$ cat src/rtl/fetch_decode_alu_pkg.sv
`default_nettype none
// ============================================================================
// Module      : fetch_decode_alu_pkg
// Description : Shared constants for the fetch/decode/ALU slice.
//               - width constants
//               - instruction field bit positions
//               - opcode and ALU funct codes
// Revision    : 1.0 - initial release
// ============================================================================
package fetch_decode_alu_pkg;

    // Width constants
    localparam int INSTR_W  = 32;
    localparam int DATA_W   = 32;
    localparam int OPCODE_W = 6;
    localparam int REG_W    = 5;
    localparam int FUNCT_W  = 6;
    localparam int IMM_W    = 16;
    localparam int JUMP_W   = 26;

    // Field bit positions (LSB of each field)
    localparam int OPCODE_LSB = 26;
    localparam int RS_LSB     = 21;
    localparam int RT_LSB     = 16;
    localparam int RD_LSB     = 11;
    localparam int SHIFT_LSB  = 6;
    localparam int FUNCT_LSB  = 0;

    // Opcodes of interest to the control unit
    localparam logic [OPCODE_W-1:0] OP_RTYPE = 6'h00;
    localparam logic [OPCODE_W-1:0] OP_LUI   = 6'h0F;

    // ALU funct codes
    localparam logic [FUNCT_W-1:0] FN_SADD = 6'h00;
    localparam logic [FUNCT_W-1:0] FN_SSUB = 6'h01;
    localparam logic [FUNCT_W-1:0] FN_UADD = 6'h02;
    localparam logic [FUNCT_W-1:0] FN_USUB = 6'h03;
    localparam logic [FUNCT_W-1:0] FN_AND  = 6'h04;
    localparam logic [FUNCT_W-1:0] FN_OR   = 6'h05;
    localparam logic [FUNCT_W-1:0] FN_SLL  = 6'h06;
    localparam logic [FUNCT_W-1:0] FN_SRL  = 6'h07;
    localparam logic [FUNCT_W-1:0] FN_SLTU = 6'h08;

endpackage : fetch_decode_alu_pkg
`default_nettype wire

$ cat src/rtl/fetch_decode_alu_alu_core.sv
`default_nettype none
// ============================================================================
// Module      : alu_core
// Description : Combinational 32-bit integer ALU.
//   a, b      in   operands
//   funct     in   operation select (FN_* codes)
//   result    out  operation result
//   overflow  out  signed overflow, only meaningful for FN_SADD / FN_SSUB
// Revision    : 1.0 - initial release
// ============================================================================
module alu_core
    import fetch_decode_alu_pkg::*;
#(
    parameter int DATA_SIZE = 32
) (
    input  logic [DATA_SIZE-1:0] a,
    input  logic [DATA_SIZE-1:0] b,
    input  logic [FUNCT_W-1:0]   funct,
    output logic [DATA_SIZE-1:0] result,
    output logic                 overflow
);

    logic [DATA_SIZE-1:0] sum;
    logic [DATA_SIZE-1:0] diff;
    logic [4:0]           shamt;

    assign sum   = a + b;
    assign diff  = a - b;
    assign shamt = b[4:0];

    always_comb begin
        result   = sum;
        overflow = 1'b0;
        case (funct)
            FN_SADD: begin
                result   = sum;
                overflow = (a[DATA_SIZE-1] == b[DATA_SIZE-1]) &&
                           (sum[DATA_SIZE-1] != a[DATA_SIZE-1]);
            end
            FN_SSUB: begin
                result   = diff;
                overflow = (a[DATA_SIZE-1] != b[DATA_SIZE-1]) &&
                           (diff[DATA_SIZE-1] != a[DATA_SIZE-1]);
            end
            FN_UADD: result = sum;
            FN_USUB: result = diff;
            FN_AND:  result = a & b;
            FN_OR:   result = a | b;
            FN_SLL:  result = a << shamt;
            FN_SRL:  result = a >> shamt;
            FN_SLTU: result = (a < b) ? {{(DATA_SIZE-1){1'b0}}, 1'b1}
                                      : {DATA_SIZE{1'b0}};
            default: result = sum;
        endcase
    end

endmodule : alu_core
`default_nettype wire

$ cat src/rtl/fetch_decode_alu.sv
`default_nettype none
// ============================================================================
// Module      : fetch_decode_alu
// Description : Processor front-end slice: instruction memory with
//               registered fetch, combinational field decode, and a
//               registered 32-bit ALU.
//   clk, rst              clock, synchronous active-high reset
//   pc                    fetch word index (MSB set = out of range)
//   imem_we/waddr/wdata   program-load write port
//   instruction           registered fetched word
//   opcode..jump          decoded fields of instruction
//   alu_a, alu_b          ALU operands
//   alu_funct             ALU operation select
//   alu_result            registered ALU result
//   alu_overflow          registered signed-overflow flag
// Revision    : 1.0 - initial release
// ============================================================================
module fetch_decode_alu
    import fetch_decode_alu_pkg::*;
#(
    parameter int ADDRESS_WIDTH    = 6,
    parameter int INSTRUCTION_SIZE = 32,
    parameter int DATA_SIZE        = 32
) (
    input  logic                        clk,
    input  logic                        rst,
    input  logic [ADDRESS_WIDTH:0]      pc,
    input  logic                        imem_we,
    input  logic [ADDRESS_WIDTH-1:0]    imem_waddr,
    input  logic [INSTRUCTION_SIZE-1:0] imem_wdata,
    output logic [INSTRUCTION_SIZE-1:0] instruction,
    output logic [OPCODE_W-1:0]         opcode,
    output logic [REG_W-1:0]            rs,
    output logic [REG_W-1:0]            rt,
    output logic [REG_W-1:0]            rd,
    output logic [REG_W-1:0]            shift,
    output logic [FUNCT_W-1:0]          funct,
    output logic [IMM_W-1:0]            imm,
    output logic [JUMP_W-1:0]           jump,
    input  logic [DATA_SIZE-1:0]        alu_a,
    input  logic [DATA_SIZE-1:0]        alu_b,
    input  logic [FUNCT_W-1:0]          alu_funct,
    output logic [DATA_SIZE-1:0]        alu_result,
    output logic                        alu_overflow
);

    localparam int DEPTH = 2 ** ADDRESS_WIDTH;

    logic [INSTRUCTION_SIZE-1:0] imem [0:DEPTH-1];
    logic [DATA_SIZE-1:0]        alu_comb_result;
    logic                        alu_comb_overflow;

    // Program-load port; contents survive reset. The fetch below reads the
    // pre-edge contents, so a same-address write/read returns the old word.
    always_ff @(posedge clk) begin
        if (imem_we && !rst) begin
            imem[imem_waddr] <= imem_wdata;
        end
    end

    // Registered fetch; pc MSB marks an address outside the array.
    always_ff @(posedge clk) begin
        if (rst) begin
            instruction <= '0;
        end else if (pc[ADDRESS_WIDTH]) begin
            instruction <= '0;
        end else begin
            instruction <= imem[pc[ADDRESS_WIDTH-1:0]];
        end
    end

    // Decode: plain slices, fields overlap intentionally.
    assign opcode = instruction[OPCODE_LSB +: OPCODE_W];
    assign rs     = instruction[RS_LSB     +: REG_W];
    assign rt     = instruction[RT_LSB     +: REG_W];
    assign rd     = instruction[RD_LSB     +: REG_W];
    assign shift  = instruction[SHIFT_LSB  +: REG_W];
    assign funct  = instruction[FUNCT_LSB  +: FUNCT_W];
    assign imm    = instruction[0 +: IMM_W];
    assign jump   = instruction[0 +: JUMP_W];

    alu_core #(
        .DATA_SIZE (DATA_SIZE)
    ) u_alu_core (
        .a        (alu_a),
        .b        (alu_b),
        .funct    (alu_funct),
        .result   (alu_comb_result),
        .overflow (alu_comb_overflow)
    );

    always_ff @(posedge clk) begin
        if (rst) begin
            alu_result   <= '0;
            alu_overflow <= 1'b0;
        end else begin
            alu_result   <= alu_comb_result;
            alu_overflow <= alu_comb_overflow;
        end
    end

endmodule : fetch_decode_alu
`default_nettype wire

$ cat config.mk
export PLATFORM = sky130hd
export DESIGN_NAME = fetch_decode_alu
export DESIGN_NICKNAME = d
export VERILOG_FILES = /design/src/rtl/fetch_decode_alu_pkg.sv /design/src/rtl/fetch_decode_alu_alu_core.sv /design/src/rtl/fetch_decode_alu.sv
export SDC_FILE = /design/constraint.sdc
export NUM_CORES = 2
export LEC_CHECK = 0
export CORE_ASPECT_RATIO = 1.2
export CORE_MARGIN = 5
export CORE_UTILIZATION = 51
export DETAILED_ROUTE_END_ITERATION = 10
export GPL_TIMING_DRIVEN = 0
export HOLD_SLACK_MARGIN = 0.02
export PLACE_DENSITY = 0.67
export SLEW_MARGIN = 20
export SYNTH_ARGS = -nofsm -noshare
export SYNTH_HDL_FRONTEND = slang
export SYNTH_SLANG_ARGS = --single-unit
$ cat constraint.sdc
create_clock -name clk -period 5.32 [get_ports clk]
set_clock_uncertainty 0.15 [all_clocks]
set_input_delay 0.532 -clock clk [delete_from_list [all_inputs] [get_ports clk]]
set_output_delay 0.532 -clock clk [all_outputs]
set_load 0.02 [all_outputs]
==> metrics.md <==
| Metric | Value |
|---|---|
| Clock share of power | `between 30% and 40%` |
| Largest family of logic cells by synthesized area | `multiplexers` |
| Sink Count | `2113` |
| Area grow syn2layout | `17.3%` |
| WL per Instance | `38.0 µm` |
| Complex-gate fraction of the synthesized area | `about 3.7%` |
| Final wirelength | `285 mm` |
| Sequential share of power | `approximately half` |
| Initial Utilization | `between 50% and 60%` |
| Share of cells above drive strength 1 | `a little over a quarter` |
| Gr usage total | `between 30% and 40%` |
| Outcome | `complete, no violations` |
| Post-synth top area share | `roughly 70%` |
| Largest net degree at the start of global routing | `65` |
| First-pass GRT wire length | `slightly below 400 mm` |
| Reg2reg end | `instruction[23]` |
| DR vias | `49400` |
| Area contributors post-synth | `edfxtp_1, mux4_2, dfxtp_1, ha_1, nor2_1` |
| CTS tree | `done` |
| Crit end category | `flop` |
| Psw | `8.32 mW` |
| WP data arrival | `between 5 and 6 ns` |
| Number of flops mapped to enable cells by yosys | `2048` |
| Core footprint | `between 150000 and 200000 µm²` |
| Max transition margin | `6.31%` |
| Asr flop ratio synth | `0%` |
| Post-Synth Simple-Gate Area | `approximately 2.7%` |
| Number of global-route vias before repair | `around 50000` |
| Ratio of final minimum period to clock period | `a little over nine tenths` |
| Post-synthesis xor/xnor area fraction | `less than 1%` |
| R2R Setup Slk | `about 2 ns` |
| CTS Buf Count | `196` |
| Syn Area/Cell | `~20 µm²` |
| Setup Crit Path Kind | `input port to flop` |
| IO Port Bufs | `approximately 240` |
| Commonest non-fill, non-tap cell in the layout | `edfxtp_1` |
| Hold-critical path depth | `1` |
| CTS H-tree lvls | `4` |
| Post-synthesis adder-cell area fraction | `1.48%` |
| Worst Max-Slew Pin Slew | `approximately 1.4 ns` |
| Root buffer cell | `clkbuf_16` |
| RD Place Congestion | `1.02` |
| Final Critical Period | `about 5.2 ns` |
| WP data required | `roughly 6 ns` |
| Crit path max fanout | `10` |
| Worst-path clk slew | `about 0.060 ns` |
| Hold Path Class | `input port to flop` |
| Leak | `around 33 nW` |
| Max Root-Sink Buffers | `3` |
| Antenna violations before repair | `25` |
| Power share of the combinational group | `about a tenth` |
| Synth Flop Type | `edfxtp_1` |
| Final Cell Area | `slightly above 100000 µm²` |
| Site Rows | `roughly 170` |
| WHS | `between 0.09 and 0.1 ns` |
| # setup viols final | `0` |
| Sw frac | `between 20% and 30%` |
| Yosys warning total | `0` |
| Die width | `just under 400 µm` |
| HPWL after DPL | `around 200 mm` |
| Die area | `181000 µm²` |
| Via density | `approximately 6.6` |
| Int Pwr | `about 27 mW` |
| Final ANT Viol Nets | `0` |
| HP Start | `imem_wdata[24]` |
| R2R cell count | `5` |
| DP Area | `96800 µm²` |
| Startpoint types | `input port` |
| Sequential area share after synthesis | `approximately 71%` |
| Total Nets Final | `roughly 5300` |
| Die Span Y | `approximately 470 µm` |
| Pwr/cell area | `about 340 nW/µm²` |
| Commonest cells after routing, fill and taps aside | `edfxtp_1, mux4_2, clkdlybuf4s50_1` |
| Cell taking the most area after synthesis | `edfxtp_1` |
| Final hold vios | `0` |
| # IOs | `257` |
| Hold path endpoint | `imem[29][24]` |
| Total gr overflow | `0` |
| RSZ-0062 raised after global routing | `no` |
| Max Freq | `about 190 MHz` |
| Drt drc | `0` |
| First-pass DRT Iterations | `7` |
| Worst r2r src | `imem[3][23]` |
| Mapped Area | `a little under 90000 µm²` |
| Final TNS setup | `0 ns` |
| Clock latency on the worst-skew pair | `0.84 ns` |
| Post-synthesis mux area share | `between 10% and 20%` |
| DRT iter0 DRCs | `~5700` |
| Pins Over Slew Limit | `0` |
| MaxCap Viol Count | `0` |
| Netlist cell types | `85` |
| Worst vdd ir | `just under 0.3 mV` |
| Syn Inst Count | `about 4400` |
| Syn nets | `approximately 4700` |
| Yosys reg bits | `roughly 2100` |
==> registers in the layout, indices dropped and copies added, names as in the netlist <==
name / count
imem: 2048
alu_overflow: 1
alu_result: 32
instruction: 32
==> kinds of logic after synthesis <==
kind of cell               after synthesis
AOI/OAI and AO/OA                      490
xor gates and xnor gates                25
adders and majority gates              103
DFF                                   2113
buffers and inverters                  428
and+or+nand+nor                        528
muxes                                  762
==> synth_stat cells (all sizes together) (11+ instances only) <==
library cell and number:
mux4 684, nor3 26, buf 189, a221oi 23, o21ai 95, edfxtp 2048, o211ai 19, nor2 254
nand2b 11, dfxtp 65, nor2b 47, o21bai 16, a211o 13, clkbuf 145, ha 101, mux2i 70
a21o 19, o22ai 12, a31oi 22, a211oi 61, a21oi 117, o221ai 12, nand3 22, inv 94
nand2 102, nor4 11, xnor2 17
==> power by group through the flow <==
stage,combinational (mW),sequential (mW),clock [mW]
floorplan,1.62,18.8,0
global placement,3.15,18.8,0
detailed placement,3.24,18.7,0
CTS,3.27,18.4,14.1
global route,3.42,18.4,14.9
finish,3.31,18.4,14.0
==> metal layers <==
layer | vias to the layer above | GRT usage (%) | routed length [µm]
li1 | 19600 | - | -
met1 | 26100 | 39.1 | 99300
met2 | 2938 | 52.4 | 142000
met3 | 716 | 6.49 | 25500
met4 | 12 | 16.4 | 18400
met5 | - | 0 | 84
==> per-stage QoR <==
stage	std cells	setup slack, ns	utilization [%]	total power, mW
floorplan	4449	1.34	-	20.4
global placement	6973	-2.27	54.3	21.9
detailed placement	7108	-2.17	56.2	22.0
CTS	7494	-0.124	60.0	35.8
global route	7499	0.192	60.0	36.7
finish	7514	0.168	60.1	35.7
==> what timing repair did <==
| action | CTS | global route |
|---|---|---|
| gates cloned | 0 | 0 |
| hold endpoints to repair | 368 | 0 |
| setup endpoints to repair | 22 | 4 |
| hold buffers | 20 | 0 |
| resized for setup | 7 | 4 |
| pin swaps | 0 | 0 |
| buffers inserted | 0 | 3 |
==> layout make-up <==
| cell class | count | area [µm²] |
|---|---|---|
| clock inverter | 121 | 1120 |
| fill | 12200 | 68900 |
| tap | 2281 | 2850 |
| buffer | 331 | 1700 |
| sequential | 2113 | 62800 |
| timing repair buffer | 401 | 5420 |
| clock buffer | 248 | 5290 |
| inverter | 94 | 359 |
| multi-input combinational | 1908 | 23900 |
| antenna | 17 | 42.5 |
==> worst max-delay path: stages <==
cell and delay (ns):
clkdlybuf4s50_1 0.76, inv_1 0.21, ha_1 0.33, buf_2 0.20, nor4_2 0.71, nand2_1 0.27
a211oi_1 0.90, a2111oi_0 0.28, a211oi_1 0.64, o221ai_2 0.26, xor2_1 0.18, a21oi_1 0.09
a211oi_1 0.33
==> worst max path at each step <==
stage                   start              to  slack (ns)  depth (start not counted)
finish              alu_a[20]  alu_result[31]        0.17                         13
global route         alu_b[3]   alu_result[0]        0.19                         13
CTS                  alu_b[3]   alu_result[0]       -0.12                         12
detailed placement   alu_b[2]   alu_result[0]       -2.17                         14
global placement     alu_b[2]   alu_result[0]       -2.27                         14
floorplan            alu_b[2]  alu_result[18]        1.34                         14
Note: power is estimated with default switching activity, not from simulation.
